==> src/rtl/video_pkg.sv <==
// video_pkg
//
// Shared definitions for the video pixel-source stages.
//   pattern_e    : test-pattern selector, in display order BARS -> CHECKER ->
//                  GRADIENT -> MOVING -> BARS
//   BAR_COLOUR_* : the eight colour-bar values, {R, G, B}
//   barColour()  : maps a bar index (0 = leftmost) to its colour
package video_pkg;

    typedef enum logic [1:0] {
        PAT_BARS     = 2'd0,
        PAT_CHECKER  = 2'd1,
        PAT_GRADIENT = 2'd2,
        PAT_MOVING   = 2'd3
    } pattern_e;

    localparam logic [23:0] BAR_COLOUR_0 = 24'hFFFFFF;
    localparam logic [23:0] BAR_COLOUR_1 = 24'hFFFF00;
    localparam logic [23:0] BAR_COLOUR_2 = 24'h00FFFF;
    localparam logic [23:0] BAR_COLOUR_3 = 24'h00FF00;
    localparam logic [23:0] BAR_COLOUR_4 = 24'hFF00FF;
    localparam logic [23:0] BAR_COLOUR_5 = 24'hFF0000;
    localparam logic [23:0] BAR_COLOUR_6 = 24'h0000FF;
    localparam logic [23:0] BAR_COLOUR_7 = 24'h000000;

    // Look up the colour of one of the eight vertical bars.
    function automatic logic [23:0] barColour(input logic [2:0] idx);
        logic [23:0] colour;
        colour = BAR_COLOUR_7;
        case (idx)
            3'd0: colour = BAR_COLOUR_0;
            3'd1: colour = BAR_COLOUR_1;
            3'd2: colour = BAR_COLOUR_2;
            3'd3: colour = BAR_COLOUR_3;
            3'd4: colour = BAR_COLOUR_4;
            3'd5: colour = BAR_COLOUR_5;
            3'd6: colour = BAR_COLOUR_6;
            default: colour = BAR_COLOUR_7;
        endcase
        return colour;
    endfunction

endpackage

==> src/rtl/pixel_delay.sv <==
// pixel_delay
//
// Shift register that advances only on pixel strobes, used to carry the
// sync/active bits alongside the RGB pipeline so every output stays aligned.
//   clk_i   : clock
//   rst_n_i : asynchronous active-low reset, clears every stage
//   en_i    : pixel strobe; the register shifts only while it is high
//   data_i  : WIDTH-bit value entering the delay line
//   data_o  : value that entered DEPTH strobes earlier
module pixel_delay #(
    parameter int WIDTH = 3,
    parameter int DEPTH = 2
) (
    input  logic             clk_i,
    input  logic             rst_n_i,
    input  logic             en_i,
    input  logic [WIDTH-1:0] data_i,
    output logic [WIDTH-1:0] data_o
);

    logic [WIDTH-1:0] pipe_q [DEPTH];

    // Each strobe moves every stage one step along; between strobes the
    // whole line holds so the outputs stay steady.
    always_ff @(posedge clk_i or negedge rst_n_i) begin
        if (!rst_n_i) begin
            for (int i = 0; i < DEPTH; i++) begin
                pipe_q[i] <= '0;
            end
        end else if (en_i) begin
            pipe_q[0] <= data_i;
            for (int i = 1; i < DEPTH; i++) begin
                pipe_q[i] <= pipe_q[i-1];
            end
        end
    end

    assign data_o = pipe_q[DEPTH-1];

endmodule

==> src/rtl/pattern_generator.sv <==
// pattern_generator
//
// Pixel source between the video timing controller and the HDMI transmitter.
// Turns the controller's counters into one of four test patterns and delays
// the syncs through the same two-strobe pipeline as the RGB data.
//   clk_i, rst_n_i          : clock, asynchronous active-low reset
//   pxl_en_i                : pixel strobe, inputs sampled only when high
//   hcount_i, vcount_i      : pixel / line counters from the timing controller
//   hs_i, vs_i, ad_i        : syncs and active-video flag
//   nf_i                    : new-frame marker (frame boundary = pxl_en_i & nf_i)
//   mode_next_i             : request to step to the next pattern at the next boundary
//   rgb_o                   : {R, G, B}, zero outside active video
//   hs_o, vs_o, de_o        : delayed syncs and data enable
//   mode_o                  : pattern currently displayed
// Build option PATTERN_AUTO_CYCLE_EN: also steps the pattern every AUTO_FRAMES frames.
module pattern_generator
    import video_pkg::*;
#(
    parameter int ACTIVE_H_PIXELS = 1280,
    parameter int ACTIVE_LINES    = 720,
    parameter int HCNTR_BITS      = 11,
    parameter int VCNTR_BITS      = 10,
    parameter int CHECK_LOG2      = 5,
    parameter int BAR_W           = 64,
    parameter int BAR_STEP        = 8,
    parameter int AUTO_FRAMES     = 120
) (
    input  logic                  clk_i,
    input  logic                  rst_n_i,
    input  logic                  pxl_en_i,
    input  logic [HCNTR_BITS-1:0] hcount_i,
    input  logic [VCNTR_BITS-1:0] vcount_i,
    input  logic                  hs_i,
    input  logic                  vs_i,
    input  logic                  ad_i,
    input  logic                  nf_i,
    input  logic                  mode_next_i,
    output logic [23:0]           rgb_o,
    output logic                  hs_o,
    output logic                  vs_o,
    output logic                  de_o,
    output logic [1:0]            mode_o
);

    localparam int BAR_PIX = ACTIVE_H_PIXELS / 8;
    localparam int XW      = HCNTR_BITS + 1;

    pattern_e        state_q, state_d;
    logic            pend_q, pend_d;
    logic            advance;
    logic            autoWrap;
    logic            frameBoundary;
    logic [XW-1:0]   barX_q, barX_d;
    logic [XW-1:0]   barSum;
    logic [XW-1:0]   hcountX;
    logic [2:0]      barIdx;
    logic            inBar;

    pattern_e        mode1_q;
    logic [2:0]      barIdx1_q;
    logic            checker1_q;
    logic            inBar1_q;
    logic [7:0]      hcnt1_q;
    logic [7:0]      vcnt1_q;
    logic [23:0]     pixel;
    logic [23:0]     rgb_q;
    logic [2:0]      syncDly;

    assign frameBoundary = pxl_en_i & nf_i;

`ifdef PATTERN_AUTO_CYCLE_EN
    localparam int FC_W = (AUTO_FRAMES > 1) ? $clog2(AUTO_FRAMES) : 1;
    logic [FC_W-1:0] frameCnt_q;

    assign autoWrap = (frameCnt_q == FC_W'(AUTO_FRAMES - 1));

    // Frame counter restarts on every pattern change, manual or automatic,
    // so a manual step always buys a full AUTO_FRAMES of the new pattern.
    always_ff @(posedge clk_i or negedge rst_n_i) begin
        if (!rst_n_i) begin
            frameCnt_q <= '0;
        end else if (frameBoundary) begin
            frameCnt_q <= advance ? '0 : frameCnt_q + 1'b1;
        end
    end

    logic unusedCfg;
    assign unusedCfg = ^{vcount_i, 1'(ACTIVE_LINES)};
`else
    assign autoWrap = 1'b0;

    logic unusedCfg;
    assign unusedCfg = ^{vcount_i, 1'(ACTIVE_LINES), 1'(AUTO_FRAMES)};
`endif

    // Pattern state register and the sticky request flag.
    always_ff @(posedge clk_i or negedge rst_n_i) begin
        if (!rst_n_i) begin
            state_q <= PAT_BARS;
            pend_q  <= 1'b0;
        end else begin
            state_q <= state_d;
            pend_q  <= pend_d;
        end
    end

    // Requests are collapsed into one pending step that fires at the frame
    // boundary; a request landing on the boundary itself is honoured there.
    // The automatic wrap merges with a manual request into a single step.
    always_comb begin
        state_d = state_q;
        pend_d  = pend_q;
        advance = 1'b0;
        if (frameBoundary) begin
            advance = pend_q | mode_next_i | autoWrap;
            pend_d  = 1'b0;
        end else if (mode_next_i) begin
            pend_d = 1'b1;
        end
        if (advance) begin
            case (state_q)
                PAT_BARS:     state_d = PAT_CHECKER;
                PAT_CHECKER:  state_d = PAT_GRADIENT;
                PAT_GRADIENT: state_d = PAT_MOVING;
                default:      state_d = PAT_BARS;
            endcase
        end
    end

    assign mode_o = state_q;

    // Moving-bar position steps every frame, whatever pattern is shown,
    // and wraps back into the active line rather than running off it.
    assign barSum = barX_q + XW'(BAR_STEP);
    always_comb begin
        barX_d = barX_q;
        if (frameBoundary) begin
            barX_d = (barSum >= XW'(ACTIVE_H_PIXELS)) ? barSum - XW'(ACTIVE_H_PIXELS) : barSum;
        end
    end

    always_ff @(posedge clk_i or negedge rst_n_i) begin
        if (!rst_n_i) begin
            barX_q <= '0;
        end else begin
            barX_q <= barX_d;
        end
    end

    // Bar index from a comparator chain: the lowest boundary the pixel sits
    // below wins, anything beyond the seventh boundary lands in bar 7.
    always_comb begin
        barIdx = 3'd7;
        for (int i = 6; i >= 0; i--) begin
            if (hcount_i < HCNTR_BITS'((i + 1) * BAR_PIX)) begin
                barIdx = 3'(i);
            end
        end
    end

    // The bar end is never folded back to the left, so a bar near the right
    // edge is simply clipped by the end of active video.
    assign hcountX = {1'b0, hcount_i};
    assign inBar   = (hcountX >= barX_q) && (hcountX < barX_q + XW'(BAR_W));

    // Stage 1: register the per-pattern decode together with the pattern in
    // force for this pixel.
    always_ff @(posedge clk_i or negedge rst_n_i) begin
        if (!rst_n_i) begin
            mode1_q    <= PAT_BARS;
            barIdx1_q  <= '0;
            checker1_q <= 1'b0;
            inBar1_q   <= 1'b0;
            hcnt1_q    <= '0;
            vcnt1_q    <= '0;
        end else if (pxl_en_i) begin
            mode1_q    <= state_q;
            barIdx1_q  <= barIdx;
            checker1_q <= hcount_i[CHECK_LOG2] ^ vcount_i[CHECK_LOG2];
            inBar1_q   <= inBar;
            hcnt1_q    <= hcount_i[7:0];
            vcnt1_q    <= vcount_i[7:0];
        end
    end

    // Colour selection from the stage-1 decode.
    always_comb begin
        pixel = '0;
        case (mode1_q)
            PAT_BARS:     pixel = barColour(barIdx1_q);
            PAT_CHECKER:  pixel = checker1_q ? 24'hFFFFFF : 24'h000000;
            PAT_GRADIENT: pixel = {hcnt1_q, vcnt1_q, 8'h80};
            default:      pixel = inBar1_q ? 24'hFFFFFF : 24'h000040;
        endcase
    end

    // Stage 2: the RGB register.
    always_ff @(posedge clk_i or negedge rst_n_i) begin
        if (!rst_n_i) begin
            rgb_q <= '0;
        end else if (pxl_en_i) begin
            rgb_q <= pixel;
        end
    end

    pixel_delay #(
        .WIDTH (3),
        .DEPTH (2)
    ) u_syncDelay (
        .clk_i   (clk_i),
        .rst_n_i (rst_n_i),
        .en_i    (pxl_en_i),
        .data_i  ({hs_i, vs_i, ad_i}),
        .data_o  (syncDly)
    );

    assign hs_o  = syncDly[2];
    assign vs_o  = syncDly[1];
    assign de_o  = syncDly[0];
    assign rgb_o = de_o ? rgb_q : 24'h000000;

endmodule

==> config.mk <==
export PLATFORM = sky130hd
export DESIGN_NAME = pattern_generator
export DESIGN_NICKNAME = d
export VERILOG_FILES = /design/src/rtl/video_pkg.sv /design/src/rtl/pixel_delay.sv /design/src/rtl/pattern_generator.sv
export SDC_FILE = /design/constraint.sdc
export NUM_CORES = 1
export LEC_CHECK = 0
export ABC_AREA = 0
export BUFFER_PORTS_ARGS = -buffer_cell sky130_fd_sc_hd__buf_2
export CAP_MARGIN = 10
export CORE_MARGIN = 2
export CORE_UTILIZATION = 35
export DETAILED_ROUTE_END_ITERATION = 12
export SKIP_CTS_REPAIR_TIMING = 1
export SKIP_LAST_GASP = 1
export SLEW_MARGIN = 20
export SYNTH_ARGS = -nofsm -noshare
export SYNTH_HDL_FRONTEND = slang
export SYNTH_SLANG_ARGS = --single-unit
export TNS_END_PERCENT = 10
==> constraint.sdc <==
create_clock -name clk_i -period 6.04 [get_ports clk_i]
set_input_delay 0 -clock clk_i [delete_from_list [all_inputs] [get_ports clk_i]]
set_output_delay 0 -clock clk_i [all_outputs]
set_load 0.01 [all_outputs]
==> impl_results.rst, run 1 <==
.. list-table::
   :header-rows: 1

   * - Metric
     - Value
   * - Most common cell in the netlist
     - sky130_fd_sc_hd__dfrtp_1
   * - Setup CP Type
     - register to register
   * - Global route total overflow
     - 0
   * - Data arrival time of the critical path
     - approximately 2700 ps
   * - Cell type with the highest occurrence count on the critical path
     - sky130_fd_sc_hd__ha_1
   * - Number of max-slew violations in the final report
     - 0
   * - HP Class
     - input pin to register
   * - Clock root buffer
     - sky130_fd_sc_hd__clkbuf_8
   * - Number of violations of the max-capacitance limit
     - 0
   * - Ratio of cells with drive above 1 in the final layout
     - 27.4%
   * - Cell types with the largest area share after synthesis
     - sky130_fd_sc_hd__dfrtp_1, sky130_fd_sc_hd__mux2_2, sky130_fd_sc_hd__ha_1, sky130_fd_sc_hd__a21oi_1, sky130_fd_sc_hd__and2_1
   * - Cells traversed along the worst timing path
     - ha_1, nand2_2, or3_1, nand2_1, inv_1, ha_1, o221ai_2, xor2_1, o32ai_2
   * - CP required
     - between 6000 and 7000 ps
   * - Post-synth cell types
     - 53
   * - Routed Antenna Nets
     - 0
   * - Buffers from clock root to sink, at most
     - 2
   * - Clock tree from TritonCTS
     - done
   * - Setup repair after global routing missed its margin
     - false
   * - Count of final hold-check violations
     - 0
   * - Cells on Worst Hold Path
     - 2
   * - Standby leakage power
     - 1.91 nW
   * - Peak supply drop
     - around 0.00014 V
   * - Antenna diode count
     - 0
   * - Combined buffer and inverter count along the critical path
     - 1
   * - Routed len/inst
     - about 13 um
   * - Commonest cells in the synthesized netlist
     - sky130_fd_sc_hd__dfrtp_1, sky130_fd_sc_hd__inv_1, sky130_fd_sc_hd__a21oi_1
   * - Clock buffer count from CTS
     - 9
   * - First-pass GRT wire length
     - about 12000 um
   * - Proportion of netlist area held by the largest area contributor
     - 44.0%
   * - Synthesized instance count
     - about 340
   * - Number of search-and-repair iterations in the first detailed-routing pass
     - 4
   * - Final Skew
     - 8.34 ps
   * - Width of the die
     - between 100 and 150 um
   * - Placement Rows
     - 36
   * - Largest net degree at the start of global routing
     - 61
   * - Nets in the synthesized netlist
     - a little under 400
   * - Delay-heaviest family, CP
     - simple AND/OR/NAND/NOR gates
   * - Proportion of synthesized chip area in sequential cells
     - between 40% and 50%
   * - Post-DP HPWL
     - 4870 um
   * - Vias per inst
     - ~4.8
   * - Height of the die
     - roughly 100 um
   * - Worst slack after detailed placement
     - between 3000 and 4000 ps
   * - Post-synth EDFFs
     - 0
   * - Capturing element type of the critical path
     - register
   * - Period utilization
     - a little over 40%
   * - Setup crit start kind
     - register
   * - Power density over the cells
     - around 380 nW/um^2
   * - Share of flip-flops with an asynchronous set or reset
     - 100%
   * - Critical path depth in cells
     - 9
   * - Largest area contributor in the synthesized netlist
     - sky130_fd_sc_hd__dfrtp_1
   * - CP peak stage delay
     - about 550 ps
   * - Result of the run
     - finished clean
   * - Filler cell count in the final layout
     - 991
   * - Total of warnings raised by yosys
     - 0
   * - Starting density of the core
     - 35.4%
   * - Overall track demand over capacity in global routing
     - between 10% and 20%
   * - Total I/O pin count
     - 58
   * - NumNets Final
     - 456
   * - Normalized max-slew margin
     - between 30 and 40%
   * - Area of the core
     - approximately 9600 um^2
   * - Post-route setup TNS
     - 0 ps
   * - Worst-Margin Slew
     - about 1000 ps
   * - Worst Setup Slack, final
     - around 3500 ps
   * - Worst path slowest cell
     - sky130_fd_sc_hd__dfrtp_1
   * - # H-tree levels
     - 3
   * - Flip-flop and latch count after synthesis
     - 60
   * - Total via count in the routed design
     - between 2000 and 3000
   * - Synthesized area divided by synthesized cell count
     - ~10 um^2
   * - Drt first-iter violations
     - approximately 80
   * - Maximum operating frequency
     - between 300 and 400 MHz
   * - Flop-to-flop setup slack
     - 3530 ps
   * - Worst-path clk slew
     - ~70 ps
   * - Final worst path period need
     - 2510 ps
   * - Die area
     - approximately 11000 um^2
   * - Number of global-route vias before repair
     - between 2000 and 3000
   * - Netlist area before placement
     - about 3400 um^2
   * - Final Wtd Congestion
     - 0.804
   * - Prevailing post-synth register cell
     - sky130_fd_sc_hd__dfrtp_1
   * - Final count of negative-setup-slack endpoints
     - 0
   * - Clock Sinks
     - 60
   * - Port Buffers
     - 55
   * - Signed area change from the synthesized netlist to the final layout
     - 21.3%
   * - Peak fanout along the critical path
     - 8
   * - Sum of routed wire length over all layers
     - around 7100 um
   * - Worst skew pair latency
     - approximately 340 ps
   * - Drc violations
     - 0
   * - Cells on worst reg2reg path
     - 9
   * - Initial antenna violation count
     - 0
cells in the final DEF (no fill, tap or decap), types with 7 or more instances in the layout:
master / Yosys / final
sky130_fd_sc_hd__a21oi_1: 27 / 27
sky130_fd_sc_hd__buf_2: 1 / 55
sky130_fd_sc_hd__xnor2_1: 9 / 9
sky130_fd_sc_hd__ha_1: 19 / 19
sky130_fd_sc_hd__dfrtp_1: 60 / 60
sky130_fd_sc_hd__o21ai_0: 14 / 14
sky130_fd_sc_hd__and2_1: 20 / 20
sky130_fd_sc_hd__nand2_1: 21 / 21
sky130_fd_sc_hd__nor2_1: 22 / 22
sky130_fd_sc_hd__dlygate4sd3_1: 0 / 19
sky130_fd_sc_hd__inv_1: 32 / 32
sky130_fd_sc_hd__mux2_2: 25 / 25
sky130_fd_sc_hd__clkbuf_8: 0 / 10
sky130_fd_sc_hd__o22ai_1: 12 / 12
sky130_fd_sc_hd__nand3_1: 7 / 7
power by group:
part	switching, mW	total (mW)	internal, mW
registers	0.129	0.649	0.519
clock network	0.165	0.366	0.201
logic	0.295	0.563	0.268
sequential cells by signal, summed over array words and instances (netlist names):
register            count
u_syncDelay.data_o      3
mode_o                  2
inBar1_q                1
rgb_q                  19
hcnt1_q                 8
checker1_q              1
mode1_q                 2
barX_q                  9
barIdx1_q               3
u_syncDelay.pipe_q      3
vcnt1_q                 8
pend_q                  1
routing by layer:
layer | part of all wire [%] | wire length (um) | up-vias | global-route usage [%]
li1 | - | - | 1320 | -
met1 | 48 | 3380 | 1258 | 18.1
met2 | 46 | 3260 | 59 | 23.0
met3 | 5.2 | 366 | 8 | 4.81
met4 | 1.3 | 90 | 0 | 4.55
met5 | 0 | 0 | - | 0
cells by family (layout without fill, tap and decap cells):
| kind of cell | Yosys count | count (layout) | synth area share (%) |
|---|---|---|---|
| AND/OR/NAND/NOR | 87 | 87 | 13.5 |
| AO/OA/AOI/OAI | 82 | 82 | 15.3 |
| multiplexers | 28 | 28 | 9.12 |
| buffers and inverters | 55 | 125 | 7.29 |
| XOR/XNOR | 12 | 12 | 3.85 |
| adder cells (fa/ha/maj) | 19 | 19 | 6.96 |
| flip-flops | 60 | 60 | 44.0 |
stage by stage:
| step | hold WS [ps] | instances | power [mW] | area (um^2) | util, % |
|---|---|---|---|---|---|
| floorplan | -296 | 343 | 1.07 | 3420 | - |
| global placement | 210 | 511 | 1.20 | 3750 | 38.9 |
| detailed placement | 213 | 511 | 1.22 | 3750 | 38.9 |
| CTS | -161 | 527 | 1.59 | 3950 | 41.0 |
| global route | 28.3 | 546 | 1.71 | 4140 | 43.0 |
| finish | 17.1 | 546 | 1.58 | 4140 | 43.0 |
worst paths after layout:
| check | startpoint | endpoint |
|---|---|---|
| min in group asynchronous | rst_n_i | pend_q |
| hold reg to reg | pend_q | pend_q |
| hold / removal | hcount_i[6] | hcnt1_q[6] |
| max in group asynchronous | rst_n_i | hcnt1_q[4] |
| setup / recovery | barX_q[3] | barX_q[8] |
| setup reg to reg | barX_q[3] | barX_q[8] |
area by class of cell:
cell class / instances / area [um^2] / area share [%]
Sequential cell: 60 / 1500 / 36.2
Timing Repair Buffer: 77 / 488 / 11.8
Inverter: 32 / 120 / 2.90
Tap cell: 133 / 166 / 4.02
Clock inverter: 6 / 63.8 / 1.54
Clock buffer: 10 / 138 / 3.32
Multi-Input combinational cell: 228 / 1670 / 40.2
worst register-to-register path, cell delays in order (launching register included):
cell                       delay [ps]
sky130_fd_sc_hd__dfrtp_1          550
sky130_fd_sc_hd__ha_1             320
sky130_fd_sc_hd__nand2_2          110
sky130_fd_sc_hd__or3_1            410
sky130_fd_sc_hd__nand2_1          150
sky130_fd_sc_hd__inv_1             60
sky130_fd_sc_hd__ha_1             270
sky130_fd_sc_hd__o221ai_2         250
sky130_fd_sc_hd__xor2_1           200
sky130_fd_sc_hd__o32ai_2           90
Power figures use the tool's default switching activity.
==> run 2, diff against run 1 <==
==> constraint.sdc (replaced) <==
create_clock -name clk_i -period 2.1 [get_ports clk_i]
set_input_delay 0 -clock clk_i [delete_from_list [all_inputs] [get_ports clk_i]]
set_output_delay 0 -clock clk_i [all_outputs]
set_load 0.01 [all_outputs]
==> impl_results.rst, run 2 (synthesized netlist as in run 1, its figures left out) <==
.. list-table::
   :header-rows: 1

   * - Metric
     - Value
   * - First-pass GRT wire length
     - 12400 um (was 11800 um)
   * - Global route total overflow
     - 0 (unchanged)
   * - Result of the run
     - finished clean (unchanged)
   * - Leading cell type in the layout, fill and taps excluded
     - sky130_fd_sc_hd__dfrtp_1 (unchanged)
   * - Vias per inst
     - 4.76 (was 4.84)
   * - Max FFs per register
     - 19 (unchanged)
   * - CP required
     - 2340 ps (was 6260 ps)
   * - Internal power of the cells
     - 3.27 mW (was 0.988 mW)
   * - Seq pwr share
     - 34.6% (was 41.1%)
   * - Signed area change from the synthesized netlist to the final layout
     - 26.9% (was 21.3%)
   * - Standby leakage power
     - 2.01 nW (was 1.91 nW)
   * - Setup CP Type
     - register to register (unchanged)
   * - Normalized max-slew margin
     - 28.5% (was 32.5%)
   * - Final worst path period need
     - 2040 ps (was 2510 ps)
   * - Buffers from clock root to sink, at most
     - 2 (unchanged)
   * - Routed Antenna Nets
     - 0 (unchanged)
   * - Final count of negative-setup-slack endpoints
     - 0 (unchanged)
   * - Height of the die
     - 103 um (unchanged)
   * - Final Wtd Congestion
     - 0.869 (was 0.804)
   * - Routed len/inst
     - 13.1 um (was 13.0 um)
   * - Post-route setup TNS
     - 0 ps (unchanged)
   * - Die area
     - 10600 um^2 (unchanged)
   * - Largest net degree at the start of global routing
     - 61 (unchanged)
   * - Port Buffers
     - 55 (unchanged)
   * - Drc violations
     - 0 (unchanged)
   * - Clock Sinks
     - 60 (unchanged)
   * - Power density over the cells
     - 1160 nW/um^2 (was 381 nW/um^2)
   * - Width of the die
     - 103 um (unchanged)
   * - Peak fanout along the critical path
     - 4 (was 8)
   * - Cell type with the highest occurrence count on the critical path
     - sky130_fd_sc_hd__ha_1 (unchanged)
   * - Initial antenna violation count
     - 1 (was 0)
   * - Worst skew pair latency
     - 340 ps (about the same)
   * - Sum of routed wire length over all layers
     - 7340 um (was 7090 um)
   * - Number of global-route vias before repair
     - 2630 (was 2534)
   * - Number of max-slew violations in the final report
     - 0 (unchanged)
   * - Placement Rows
     - 36 (unchanged)
   * - CP peak stage delay
     - 430 ps (was 550 ps)
   * - Antenna diode count
     - 0 (unchanged)
   * - NumNets Final
     - 470 (was 456)
   * - Worst path slowest cell
     - sky130_fd_sc_hd__dfrtp_1 (unchanged)
   * - Net switching component of the power
     - 1.76 mW (was 0.589 mW)
   * - Cells traversed along the worst timing path
     - ha_1, xnor2_1, ha_1, a2111oi_1, a21oi_1, o32ai_1 (was ha_1, nand2_2, or3_1, nand2_1, inv_1, ha_1, o221ai_2, xor2_1, o32ai_2)
   * - Number of search-and-repair iterations in the first detailed-routing pass
     - 4 (unchanged)
   * - Clock tree from TritonCTS
     - done (unchanged)
   * - Clock buffer count from CTS
     - 9 (unchanged)
   * - Ratio of cells with drive above 1 in the final layout
     - 30.7% (was 27.4%)
   * - Clk network pwr share
     - 26.6% (was 23.2%)
   * - Commonest non-fill, non-tap cells in the layout
     - sky130_fd_sc_hd__dfrtp_1, sky130_fd_sc_hd__buf_2, sky130_fd_sc_hd__inv_1, sky130_fd_sc_hd__a21oi_1, sky130_fd_sc_hd__mux2_2 (unchanged)
   * - Setup repair after global routing missed its margin
     - true (was false)
   * - Total via count in the routed design
     - 2668 (was 2645)
   * - Starting density of the core
     - 35.4% (unchanged)
   * - Count of final hold-check violations
     - 0 (unchanged)
   * - HP Class
     - input pin to register (unchanged)
   * - # H-tree levels
     - 3 (unchanged)
   * - Total power
     - 5.03 mW (was 1.58 mW)
   * - Top reg by flops
     - rgb_q (unchanged)
   * - Period utilization
     - 97.2% (was 41.6%)
   * - Flop-to-flop setup slack
     - 60 ps (was 3530 ps)
   * - Count of placed standard cells including taps
     - 525 (was 511)
   * - Final Skew
     - 7.76 ps (was 8.34 ps)
   * - Overall track demand over capacity in global routing
     - 15.0% (was 14.2%)
   * - Post-DP HPWL
     - 5190 um (was 4870 um)
   * - Data arrival time of the critical path
     - 2280 ps (was 2730 ps)
   * - Switching Share
     - 35.0% (was 37.4%)
   * - Final instance count without filler cells
     - 560 (was 546)
   * - Maximum operating frequency
     - 490 MHz (was 398 MHz)
   * - Peak supply drop
     - 0.000479 V (was 0.000139 V)
   * - Largest registers
     - rgb_q: 19 flops, barX_q: 9 flops (unchanged)
   * - Setup crit start kind
     - register (unchanged)
   * - Total I/O pin count
     - 58 (unchanged)
   * - Capturing element type of the critical path
     - register (unchanged)
   * - Clock root buffer
     - sky130_fd_sc_hd__clkbuf_8 (unchanged)
   * - Area of the core
     - 9640 um^2 (unchanged)
   * - Relative contribution of combinational cells to total power
     - 38.9% (was 35.7%)
   * - Drt first-iter violations
     - 94 (was 82)
   * - Worst-Margin Slew
     - 1060 ps (was 1000 ps)
   * - Worst-path clk slew
     - 70 ps (about the same)
   * - Number of violations of the max-capacitance limit
     - 0 (unchanged)
==> run 2: cell count changes in the layout (fill, tap and decap cells not counted), moves of 2 or more <==
cell	before	now
sky130_fd_sc_hd__buf_4	3	16
sky130_fd_sc_hd__bufinv_16	1	3
sky130_fd_sc_hd__clkinv_2	2	0
sky130_fd_sc_hd__dfrtp_1	60	58
sky130_fd_sc_hd__dfrtp_2	0	2
sky130_fd_sc_hd__ha_1	19	17
==> run 2: stage by stage <==
step | setup WS (ps) | hold slack, ps | area, um^2 | utilization [%]
final | 59.0 | 26.2 | 4340 | 45.0
after detailed placement | 73.1 | 40.1 | 3880 | 40.3
after global routing | -23.7 | 25.4 | 4340 | 45.0
after global placement | 92.5 | 34.8 | 3880 | 40.3
after CTS | 44.5 | -337 | 4140 | 43.0
after floorplan | 6.99 | -296 | 3430 | -
==> run 2: worst paths after layout <==
path	end	startpoint	cells after the start
min reg2reg	pend_q	pend_q	2
max reg2reg	inBar1_q	barX_q[6]	6
max	inBar1_q	barX_q[6]	6
min	barIdx1_q[2]	hcount_i[9]	3
max in group asynchronous	barX_q[4]	rst_n_i	3
min in group asynchronous	barX_q[9]	rst_n_i	3
==> run 2: power groups by stage <==
stage,registers [mW],logic [mW],clock network [mW]
global placement,1.75,1.88,0
CTS,1.75,1.95,1.37
floorplan,1.71,1.40,0
global route,1.80,2.22,1.41
detailed placement,1.77,1.93,0
finish,1.74,1.96,1.34
==> run 2: final cells by class <==
type | instances | area (um^2)
Clock buffer | 11 | 151
Clock inverter | 5 | 106
Fill cell | 975 | 5300
Inverter | 32 | 120
Multi-Input combinational cell | 228 | 1680
Sequential cell | 60 | 1500
Tap cell | 133 | 166
Timing Repair Buffer | 91 | 606
==> run 2: critical path, delay by kind of cell (launching register included) <==
kind / cells / cell delay, ps
flops: 1 / 430
compound gates: 3 / 790
fa+ha+maj: 2 / 570
xor+xnor: 1 / 150
==> run 2: routing by layer <==
metal	up-vias	GRT usage [%]	part of all wire (%)
met2	48	24.4	46
met1	1263	19.6	49
met3	7	4.75	4.4
met4	0	3.95	1.3
li1	1350	-	-
met5	-	0	0
==> run 3, diff against run 2 <==
--- a/config.mk
+++ b/config.mk
@@ -5,7 +5,7 @@
 export SDC_FILE = /design/constraint.sdc
 export NUM_CORES = 1
 export LEC_CHECK = 0
-export ABC_AREA = 0
+export ABC_AREA = 1
 export BUFFER_PORTS_ARGS = -buffer_cell sky130_fd_sc_hd__buf_2
 export CAP_MARGIN = 10
 export CORE_MARGIN = 2
==> impl_results.rst, run 3 <==
.. list-table::
   :header-rows: 1

   * - Metric
     - Value
   * - Netlist area before placement
     - 3510 um^2 (was 3420 um^2)
   * - Final Wtd Congestion
     - 0.894 (was 0.869)
   * - Post-synth cell types
     - 34 (was 53)
   * - Port Buffers
     - 55 (unchanged)
   * - Setup CP Type
     - register to register (unchanged)
   * - Maximum operating frequency
     - 516 MHz (was 490 MHz)
   * - Met2 usage in global routing
     - 23.5% (was 24.4%)
   * - Final worst path period need
     - 1940 ps (was 2040 ps)
   * - Starting density of the core
     - 35.9% (was 35.4%)
   * - HP Class
     - input pin to register (unchanged)
   * - First-pass GRT wire length
     - 13500 um (was 12400 um)
   * - Worst skew pair latency
     - 340 ps (about the same)
   * - Placement Rows
     - 36 (unchanged)
   * - Cell types with the largest area share after synthesis
     - sky130_fd_sc_hd__dfrtp_1, sky130_fd_sc_hd__nand2_1, sky130_fd_sc_hd__ha_1, sky130_fd_sc_hd__inv_1, sky130_fd_sc_hd__o21ai_0 (was sky130_fd_sc_hd__dfrtp_1, sky130_fd_sc_hd__mux2_2, sky130_fd_sc_hd__ha_1, sky130_fd_sc_hd__a21oi_1, sky130_fd_sc_hd__and2_1)
   * - Global route total overflow
     - 0 (unchanged)
   * - Total via count in the routed design
     - 3143 (was 2668)
   * - Final count of negative-setup-slack endpoints
     - 0 (unchanged)
   * - Die area
     - 10900 um^2 (was 10600 um^2)
   * - Total I/O pin count
     - 58 (unchanged)
   * - Routed Antenna Nets
     - 0 (unchanged)
   * - Drc violations
     - 0 (unchanged)
   * - Clock root buffer
     - sky130_fd_sc_hd__clkbuf_8 (unchanged)
   * - Final design area excluding fillers
     - 4350 um^2 (was 4340 um^2)
   * - Area of the core
     - 9770 um^2 (was 9640 um^2)
   * - Signed area change from the synthesized netlist to the final layout
     - 23.9% (was 26.9%)
   * - Proportion of netlist area held by the largest area contributor
     - 42.8% (was 44.0%)
   * - # H-tree levels
     - 3 (unchanged)
   * - Largest area contributor in the synthesized netlist
     - sky130_fd_sc_hd__dfrtp_1 (unchanged)
   * - Commonest non-fill, non-tap cells in the layout
     - sky130_fd_sc_hd__nand2_1, sky130_fd_sc_hd__inv_1, sky130_fd_sc_hd__dfrtp_1, sky130_fd_sc_hd__buf_2, sky130_fd_sc_hd__o21ai_0 (was sky130_fd_sc_hd__dfrtp_1, sky130_fd_sc_hd__buf_2, sky130_fd_sc_hd__inv_1, sky130_fd_sc_hd__a21oi_1, sky130_fd_sc_hd__mux2_2)
   * - Capturing element type of the critical path
     - register (unchanged)
   * - Standby leakage power
     - 2.35 nW (was 2.01 nW)
   * - Met3 routing resource usage after global routing
     - 3.76% (was 4.75%)
   * - Ratio of cells with drive above 1 in the final layout
     - 20.6% (was 30.7%)
   * - Post-synth EDFFs
     - 0 (unchanged)
   * - Count of final hold-check violations
     - 2 (was 0)
   * - GRT busiest layer
     - met2 (unchanged)
   * - Drt first-iter violations
     - 144 (was 94)
   * - Synthesized instance count
     - 462 (was 343)
   * - Number of max-slew violations in the final report
     - 0 (unchanged)
   * - Share of flip-flops with an asynchronous set or reset
     - 100% (unchanged)
   * - Leading cell type in the layout, fill and taps excluded
     - sky130_fd_sc_hd__nand2_1 (was sky130_fd_sc_hd__dfrtp_1)
   * - Number of search-and-repair iterations in the first detailed-routing pass
     - 4 (unchanged)
   * - Normalized max-slew margin
     - 59.5% (was 28.5%)
   * - Height of the die
     - 104 um (was 103 um)
   * - Width of the die
     - 104 um (was 103 um)
   * - Setup crit start kind
     - register (unchanged)
   * - Period utilization
     - 92.3% (was 97.2%)
   * - Clock buffer count from CTS
     - 9 (unchanged)
   * - Worst-Margin Slew
     - 607 ps (was 1060 ps)
   * - Nets in the synthesized netlist
     - 510 (was 391)
   * - Initial antenna violation count
     - 0 (was 1)
   * - Proportion of synthesized chip area in sequential cells
     - 42.8% (was 44.0%)
   * - Routed len/inst
     - 12.1 um (was 13.1 um)
   * - Number of global-route vias before repair
     - 2915 (was 2630)
   * - Overall track demand over capacity in global routing
     - 15.1% (was 15.0%)
   * - Peak fanout along the critical path
     - 5 (was 4)
   * - Largest net degree at the start of global routing
     - 27 (was 61)
   * - Result of the run
     - finished with violations (was finished clean)
   * - NumNets Final
     - 588 (was 470)
   * - Synthesized area divided by synthesized cell count
     - 7.60 um^2 (was 9.96 um^2)
   * - Clock tree from TritonCTS
     - done (unchanged)
   * - Total of warnings raised by yosys
     - 0 (unchanged)
   * - Worst-path clk slew
     - 70 ps (about the same)
   * - Vias per inst
     - 4.64 (was 4.76)
   * - Setup repair after global routing missed its margin
     - false (was true)
   * - Buffers from clock root to sink, at most
     - 2 (unchanged)
   * - Failing checks
     - hold timing
   * - Sum of routed wire length over all layers
     - 8190 um (was 7340 um)
   * - Standard cell area after detailed placement
     - 3930 um^2 (was 3880 um^2)
   * - Final Skew
     - 10.6 ps (was 7.76 ps)
   * - Antenna diode count
     - 0 (unchanged)
   * - CP required
     - 2320 ps (was 2340 ps)
   * - Filler cell count in the final layout
     - 1010 (was 975)
   * - Commonest cells in the synthesized netlist
     - sky130_fd_sc_hd__nand2_1, sky130_fd_sc_hd__dfrtp_1, sky130_fd_sc_hd__inv_1 (was sky130_fd_sc_hd__dfrtp_1, sky130_fd_sc_hd__inv_1, sky130_fd_sc_hd__a21oi_1)
   * - Number of violations of the max-capacitance limit
     - 0 (unchanged)
   * - Largest registers
     - rgb_q: 19 flops, barX_q: 9 flops (unchanged)
   * - Max FFs per register
     - 19 (unchanged)
   * - GR met1 Demand/Resource
     - 20.5% (was 19.6%)
   * - Most common cell in the netlist
     - sky130_fd_sc_hd__nand2_1 (was sky130_fd_sc_hd__dfrtp_1)
   * - Final design utilization
     - 44.5% (was 45.0%)
   * - Peak supply drop
     - 0.000352 V (was 0.000479 V)
   * - Prevailing post-synth register cell
     - sky130_fd_sc_hd__dfrtp_1 (unchanged)
   * - Top reg by flops
     - rgb_q (unchanged)
   * - Post-route setup TNS
     - 0 ps (unchanged)
   * - Post-DP HPWL
     - 5990 um (was 5190 um)
   * - Data arrival time of the critical path
     - 2160 ps (was 2280 ps)
   * - Worst slack on hold paths
     - -19.0 ps (was 26.2 ps)
   * - Power density over the cells
     - 1070 nW/um^2 (was 1160 nW/um^2)
   * - Flip-flop and latch count after synthesis
     - 60 (unchanged)
   * - Clock Sinks
     - 60 (unchanged)
==> run 3: cell types whose count changed after synthesis, moves of 15 or more <==
cell,previous run,this run
sky130_fd_sc_hd__nand2_1,21,151
sky130_fd_sc_hd__inv_1,32,57
sky130_fd_sc_hd__mux2_2,25,0
sky130_fd_sc_hd__and2_1,20,0
sky130_fd_sc_hd__nand3_1,7,23
sky130_fd_sc_hd__o21ai_0,14,29
==> run 3: worst paths after layout <==
check | start | to | slack [ps] | depth (start not counted)
max in group asynchronous | rst_n_i | barX_q[7] | 1240 | 3
hold reg to reg | hcnt1_q[5] | hcnt1_q[5] | 470 | 2
min in group asynchronous | rst_n_i | u_syncDelay.data_o[1] | 170 | 2
setup reg to reg | barX_q[6] | barX_q[9] | 160 | 14
hold / removal | hcount_i[7] | hcnt1_q[7] | -20 | 3
setup / recovery | barX_q[6] | barX_q[9] | 160 | 14
==> run 3: cells by family (layout without fill, tap and decap cells) <==
group                      after synthesis  count (layout)  share of synthesized area, %
AOI/OAI and AO/OA                       74              74                          12.5
xor gates and xnor gates                 3               3                         0.748
adders and majority gates               19              19                          6.77
buffers and inverters                   83             166                          9.65
DFF                                     60              60                          42.8
and+or+nand+nor                        223             223                          27.5
==> run 3: where the power goes <==
group / internal, mW / total, mW / switching [mW]
clock network: 0.578 / 1.06 / 0.487
logic: 0.762 / 1.86 / 1.10
registers: 1.48 / 1.73 / 0.254
==> run 3: critical path, cell delays in order, from the launching register on <==
cell	delay, ps
sky130_fd_sc_hd__dfrtp_2	440
sky130_fd_sc_hd__ha_1	220
sky130_fd_sc_hd__nand2_1	90
sky130_fd_sc_hd__nand2_1	80
sky130_fd_sc_hd__nand2_1	110
sky130_fd_sc_hd__nand2_4	90
sky130_fd_sc_hd__ha_1	210
sky130_fd_sc_hd__inv_1	90
sky130_fd_sc_hd__nand3_1	120
sky130_fd_sc_hd__nand2_2	100
sky130_fd_sc_hd__inv_4	40
sky130_fd_sc_hd__nand2_4	70
sky130_fd_sc_hd__nand2_1	50
sky130_fd_sc_hd__nand3_1	60
sky130_fd_sc_hd__nand2_1	50
==> run 3: layer usage <==
layer	up-vias	routed length, um	share of wire (%)
li1	1634	-	-
met1	1429	3940	48
met2	71	3710	45
met3	9	440	5.4
met4	0	96	1.2
met5	-	0	0
==> run 3: final cells by class <==
cell class / instances / area [um^2] / area share [%]
clock buffer: 10 / 138 / 3.16
clock inverter: 6 / 63.8 / 1.47
inverter: 64 / 243 / 5.58
multi-input combinational: 319 / 1680 / 38.6
sequential: 60 / 1510 / 34.6
tap: 133 / 166 / 3.83
timing repair buffer: 86 / 556 / 12.8
==> run 3: metrics by stage <==
stage	std cells	setup slack, ps	power (mW)
detailed placement	640	121	3.53
global placement	640	202	3.48
finish	678	162	4.65
CTS	656	99.6	4.61
global route	678	6.06	5.06
floorplan	462	299	3.01
